--- src/rtl/spi_regfile_if.sv ---
// SPI pin bundle for spi_regfile: master drives sclk/cs_n/sdi, target drives sdo.
interface spi_regfile_if;
  logic sclk;
  logic cs_n;
  logic sdi;
  logic sdo;

  modport master (output sclk, output cs_n, output sdi, input sdo);
  modport slave  (input sclk, input cs_n, input sdi, output sdo);
endinterface

--- src/rtl/spi_regfile.sv ---
// SPI mode-0 target writing a bank of configuration registers from {rw, addr, data} frames.
// Define SPI_REGFILE_READBACK_EN to shift reg[addr] out on sdo during read frames.
module spi_regfile #(
  parameter int NUM_REGS    = 5,
  parameter int ADDR_W      = 7,
  parameter int DATA_W      = 8,
  parameter int SYNC_STAGES = 2
) (
  input  logic                       clk,
  input  logic                       rst_n,
  spi_regfile_if.slave               spi,
  output logic [NUM_REGS*DATA_W-1:0] regs,
  output logic [NUM_REGS-1:0]        wr_strobe,
  output logic                       frame_err
);

  localparam int FRAME_W = 1 + ADDR_W + DATA_W;
  localparam int CNT_W   = $clog2(FRAME_W + 2);
  localparam int LAST    = SYNC_STAGES - 1;

  typedef enum logic [1:0] {IDLE, SHIFT, DONE} state_t;

  logic [SYNC_STAGES-1:0] sclk_s, cs_s, sdi_s;
  logic                   sclk_d, cs_d;
  logic                   sclk_rise, cs_fall, cs_rise, sdi_bit;

  state_t               state;
  logic [FRAME_W-1:0]   sr;
  logic [CNT_W-1:0]     cnt;
  logic [DATA_W-1:0]    bank [NUM_REGS];

  logic                 frame_rw;
  logic [ADDR_W-1:0]    frame_addr;
  logic [DATA_W-1:0]    frame_data;
  logic                 addr_ok, len_ok;

  // cs_n chain resets to 0 so a frame already running at reset release is never entered
  always_ff @(posedge clk or negedge rst_n) begin
    if (!rst_n) begin
      sclk_s <= '0;
      cs_s   <= '0;
      sdi_s  <= '0;
      sclk_d <= 1'b0;
      cs_d   <= 1'b0;
    end else begin
      sclk_s <= {sclk_s[SYNC_STAGES-2:0], spi.sclk};
      cs_s   <= {cs_s[SYNC_STAGES-2:0], spi.cs_n};
      sdi_s  <= {sdi_s[SYNC_STAGES-2:0], spi.sdi};
      sclk_d <= sclk_s[LAST];
      cs_d   <= cs_s[LAST];
    end
  end

  assign sclk_rise = sclk_s[LAST] & ~sclk_d;
  assign cs_fall   = ~cs_s[LAST] & cs_d;
  assign cs_rise   = cs_s[LAST] & ~cs_d;
  assign sdi_bit   = sdi_s[LAST];

  assign frame_rw   = sr[FRAME_W-1];
  assign frame_addr = sr[FRAME_W-2 -: ADDR_W];
  assign frame_data = sr[DATA_W-1:0];
  assign addr_ok    = {1'b0, frame_addr} < (ADDR_W+1)'(NUM_REGS);
  assign len_ok     = cnt == CNT_W'(FRAME_W);

`ifdef SPI_REGFILE_READBACK_EN
  logic              sclk_fall;
  logic [DATA_W-1:0] tx;
  logic [DATA_W-1:0] rd_word;

  assign sclk_fall = ~sclk_s[LAST] & sclk_d;

  // Address is still in the low bits of sr right after the 1+ADDR_W header bits
  always_comb begin
    rd_word = '0;
    for (int unsigned i = 0; i < NUM_REGS; i++) begin
      if (sr[ADDR_W-1:0] == ADDR_W'(i)) rd_word = bank[i];
    end
  end

  assign spi.sdo = tx[DATA_W-1];
`else
  assign spi.sdo = 1'b0;
`endif

  always_ff @(posedge clk or negedge rst_n) begin
    if (!rst_n) begin
      state     <= IDLE;
      sr        <= '0;
      cnt       <= '0;
      wr_strobe <= '0;
      frame_err <= 1'b0;
      for (int unsigned i = 0; i < NUM_REGS; i++) bank[i] <= '0;
`ifdef SPI_REGFILE_READBACK_EN
      tx        <= '0;
`endif
    end else begin
      wr_strobe <= '0;
      frame_err <= 1'b0;
      case (state)
        IDLE: begin
          if (cs_fall) begin
            state <= SHIFT;
            sr    <= '0;
            cnt   <= '0;
          end
        end
        SHIFT: begin
          if (sclk_rise) begin
            sr <= {sr[FRAME_W-2:0], sdi_bit};
            if (cnt != CNT_W'(FRAME_W + 1)) cnt <= cnt + CNT_W'(1);
          end
`ifdef SPI_REGFILE_READBACK_EN
          if (sclk_fall) begin
            if (cnt == CNT_W'(1 + ADDR_W) && !sr[ADDR_W]) tx <= rd_word;
            else                                          tx <= {tx[DATA_W-2:0], 1'b0};
          end
`endif
          if (cs_rise) state <= DONE;
        end
        DONE: begin
          state <= IDLE;
`ifdef SPI_REGFILE_READBACK_EN
          tx    <= '0;
`endif
          if (len_ok && addr_ok) begin
            if (frame_rw) begin
              for (int unsigned i = 0; i < NUM_REGS; i++) begin
                if (frame_addr == ADDR_W'(i)) begin
                  bank[i]      <= frame_data;
                  wr_strobe[i] <= 1'b1;
                end
              end
            end
          end else begin
            frame_err <= 1'b1;
          end
        end
        default: state <= IDLE;
      endcase
    end
  end

  for (genvar g = 0; g < NUM_REGS; g++) begin : g_regs
    assign regs[g*DATA_W +: DATA_W] = bank[g];
  end

endmodule

--- src/flat_wrapper.sv ---
// flat-port wrapper written by rule: the top's interface ports become plain ports
module spi_regfile_flat 
#(
  parameter int NUM_REGS    = 5,
  parameter int ADDR_W      = 7,
  parameter int DATA_W      = 8,
  parameter int SYNC_STAGES = 2
)
  (clk, rst_n, regs, wr_strobe, frame_err, spi_sclk, spi_cs_n, spi_sdi, spi_sdo);
  spi_regfile_if spi_i ();
  input  logic clk;
  input  logic rst_n;
  output logic [NUM_REGS*DATA_W-1:0] regs;
  output logic [NUM_REGS-1:0] wr_strobe;
  output logic frame_err;
  input wire logic [$bits(spi_i.sclk)-1:0] spi_sclk;
  input wire logic [$bits(spi_i.cs_n)-1:0] spi_cs_n;
  input wire logic [$bits(spi_i.sdi)-1:0] spi_sdi;
  output wire logic [$bits(spi_i.sdo)-1:0] spi_sdo;
  assign spi_i.sclk = spi_sclk;
  assign spi_i.cs_n = spi_cs_n;
  assign spi_i.sdi = spi_sdi;
  assign spi_sdo = spi_i.sdo;
  spi_regfile #(.NUM_REGS(NUM_REGS), .ADDR_W(ADDR_W), .DATA_W(DATA_W), .SYNC_STAGES(SYNC_STAGES)) u_core (.clk(clk), .rst_n(rst_n), .spi(spi_i), .regs(regs), .wr_strobe(wr_strobe), .frame_err(frame_err));
endmodule
--- config.mk ---
export PLATFORM = sky130hd
export DESIGN_NAME = spi_regfile_flat
export DESIGN_NICKNAME = d
export VERILOG_FILES = /design/src/rtl/spi_regfile_if.sv /design/src/rtl/spi_regfile.sv /design/src/flat_wrapper.sv
export SDC_FILE = /design/constraint.sdc
export NUM_CORES = 1
export LEC_CHECK = 0
export CORE_UTILIZATION = 40
export DETAILED_ROUTE_END_ITERATION = 12
export PLACE_DENSITY = 0.65
export REMOVE_ABC_BUFFERS = 1
export SETUP_SLACK_MARGIN = 0.5
export SLEW_MARGIN = 20
export SYNTH_ARGS = -nofsm -noshare
export SYNTH_HDL_FRONTEND = slang
export SYNTH_SLANG_ARGS = --single-unit
--- constraint.sdc ---
create_clock -name clk -period 2 [get_ports clk]
set_input_delay 0.2 -clock clk [delete_from_list [all_inputs] [get_ports clk]]
set_output_delay 0.2 -clock clk [all_outputs]
set_load 0.01 [all_outputs]
==> impl_metrics.csv <==
group,metric,value,unit
status,status,"complete, no violations",
cts,htreeDepth,3,
final_layout,postLayoutCoreUtil,0.584,
yosys,synth_top_family_by_area,"multiplexers",
cts,clkLatencyLatePin,0.34,ns
placement,dp_hpwl,3970,um
final_layout,final_nets,324,
setup_path,crit_chain,"inv_2 -> ha_1 -> nor4b_4 -> buf_6 -> nand4_4 -> mux2_4",
timing,timing.final.crit_period,1.72,ns
setup_path,critical_path.max_stage_delay,0.40,ns
placement,gp_congestion,0.673,
yosys,synth_top_area_share,0.601,
yosys,async_flop_share,1.00,
cts,clockBufferDepth,2,
yosys,synth_warnings,0,
yosys,yosys.area_share.simple,0.133,
placement,placed_cells,383,
final_layout,area_growth,40.9,%
detailed_routing,routed_wirelength,6800,um
yosys,synth_xor_area_frac,0,
power,ir_worst_vdd,405,uV
power,p_per_area,810,nW/um^2
floorplan,pin_count,52,
floorplan,start_util,0.415,
setup_path,crit_arrival,1.95,ns
yosys,synthTopCellsByCount,"dfrtp_1, mux2_2, inv_1",
yosys,synth_compound_area_frac,0.0222,
final_layout,multi_input_area,1310,sq um
detailed_routing,wl_per_cell,16.1,um
timing,final_max_slew_viol_count,0,
detailed_routing,vias_per_cell,4.89,
final_layout,regArea,1930,sq um
yosys,yosys-top-cells-area,"dfrtp_1, mux2_2, mux2i_1, nand4_4, inv_1",
setup_path,slowest_stage,"dfrtp_1",
global_route,gr-total-overflow,0,
cts,tritoncts,"built",
detailed_routing,post-route-drc-count,0,
global_route,track_usage,0.182,
flow_run,drv_cap,0,
cts,cts_buffers,9,
final_layout,drive_gt1_frac,0.346,
timing,setup_viol,0,
global_route,grt_pass1_wl,11400,um
timing,final.setup.tns,0,ns
yosys,ys_seq_elements,77,
global_route,antenna_found_initial,0,
floorplan,coreArea,7730,sq um
floorplan,fp-row-count,32,
yosys,yosysMostFrequentCell,"dfrtp_1",
detailed_routing,ant_nets,0,
floorplan,fp.dieH,91.5,um
timing,clock.fmax,0.583,GHz
detailed_routing,drtIter0Drc,96,
yosys,muxShareOfSynthArea,0.194,
setup_path,cp_max_fo,8,
placement,portBuffers,50,
power,p_leak,0.00228,uW
yosys,ys_types,36,
setup_path,worstSetupStartpointType,"flip-flop",
final_layout,nFillCells,614,
yosys,synth_enable_flop_cells,0,
setup_path,end_kind,"flip-flop",
yosys,yosysTopAreaCell,"dfrtp_1",
cts,cts_root_buf,"clkbuf_8",
floorplan,die_x,91.5,um
yosys,synth.yosys.seq_area_share,0.601,
yosys,syn_area,3210,sq um
yosys,synth_ff_type,"dfrtp_1",
detailed_routing,vias,2068,
floorplan,dieArea,8380,sq um
detailed_routing,first_pass_iters,4,
setup_path,cp.required,2.23,ns
final_layout,fin_cells,423,
yosys,avgSynthCellArea,14.0,sq um
cts,path_clk_slew,0.08,ns
timing,rsz0062_at_grt,"yes",
timing,fin_crit_sh,0.858,
setup_path,crit_type,"flip-flop to flip-flop",
global_route,grt_max_degree,49,
yosys,synthAdderAreaFrac,0.0117,
global_route,grt_pass1_vias,2133,
timing,fin_skew,0.00730,ns
yosys,synthCells,229,
timing,finalHoldViolCount,0,
final_layout,diodes,0,
cts,clock_sinks,77,
worst_hold_path,hp-class,"input port to flip-flop",
-- kinds of logic (layout without fill, tap and decap cells) --
group | Yosys count | count (layout)
AOI/OAI and AO/OA | 12 | 12
DFF | 77 | 77
buffers and inverters | 28 | 117
adders and majority gates | 3 | 3
muxes | 57 | 57
other | 1 | 1
and+or+nand+nor | 51 | 54
-- placed cells by master (no fill, tap or decap), drive strengths merged, types with 6 or more instances in the layout --
| cell type | Yosys | final |
|---|---|---|
| inv | 22 | 22 |
| dlymetal6s2s | 0 | 12 |
| mux2 | 41 | 41 |
| nand2 | 18 | 18 |
| a21oi | 6 | 6 |
| clkbuf | 4 | 10 |
| nand4 | 5 | 8 |
| mux2i | 16 | 16 |
| buf | 2 | 29 |
| clkdlybuf4s50 | 0 | 37 |
| dfrtp | 77 | 77 |
-- layout make-up --
class	instances	area share
well taps	102	0.0283
clock buffers	10	0.0283
clock inverters	6	0.0247
repair buffers	79	0.184
flip-flops and latches	77	0.427
inverters	22	0.0183
multi-input cells	127	0.289
-- worst max-delay path, delay by kind of cell, from the launching register on --
kind | cells | cell delay [ns]
and+or+nand+nor | 2 | 0.45
DFF | 1 | 0.40
muxes | 1 | 0.37
buffers and inverters | 2 | 0.26
adders and majority gates | 1 | 0.13
-- power breakdown --
group          total, uW  internal (uW)  leakage, uW  switching (uW)
Clock               1400            829     0.000116             573
Combinational        599            310      0.00111             289
Sequential          1660           1600      0.00105            55.8
Total               3660           2740      0.00228             918
-- metrics by stage --
stage / instance area (sq um) / worst slack [ns] / hold slack (ns) / power, uW
floorplan: 3170 / 0.0670 / -0.0956 / 1880
global placement: 3880 / 0.210 / 0.163 / 2010
detailed placement: 3880 / 0.164 / 0.164 / 2020
CTS: 4380 / 0.282 / 0.281 / 3600
global route: 4520 / 0.152 / 0.285 / 3830
finish: 4520 / 0.285 / 0.295 / 3660
-- sequential cells by signal, summed over array words and instances (netlist names) --
name              cells
u_core.cs_d           1
u_core.sr            16
u_core.sclk_s         2
u_core.cnt            5
u_core.frame_err      1
u_core.cs_s           2
u_core.regs          40
u_core.sdi_s          2
u_core.state          2
u_core.sclk_d         1
u_core.wr_strobe      5
-- worst paths after layout --
path | from | to | slack, ns | cells past startpoint
min in group asynchronous | rst_n | u_core.sclk_d$_DFF_PN0_ | 0.32 | 2
worst min-delay path | spi_sdi | u_core.sdi_s[0]$_DFF_PN0_ | 0.30 | 1
worst max register to register | u_core.cnt[1]$_DFFE_PN0P_ | u_core.regs[0]$_DFFE_PN0P_ | 0.28 | 6
worst min register to register | u_core.sclk_s[0]$_DFF_PN0_ | u_core.sclk_s[1]$_DFF_PN0_ | 0.35 | 0
max in group asynchronous | rst_n | u_core.regs[32]$_DFFE_PN0P_ | 1.09 | 3
worst max-delay path | u_core.cnt[1]$_DFFE_PN0P_ | u_core.regs[0]$_DFFE_PN0P_ | 0.28 | 6
-- metal layers --
metal	wire, um	up-vias	track usage
li1	-	981	-
met1	3290	1046	0.253
met2	3170	36	0.276
met3	273	5	0.0494
met4	71	0	0.0582
met5	0	-	0
-- repair_timing --
item                                    CTS  global route
hold buffers                              1             0
endpoints found under the setup margin   63            80
resized for setup                        21            21
buffers inserted                         10             8
cloned                                    5             0
hold endpoints to repair                 29             0
pin swaps                                10             5
(Power assumes the default switching activity.)
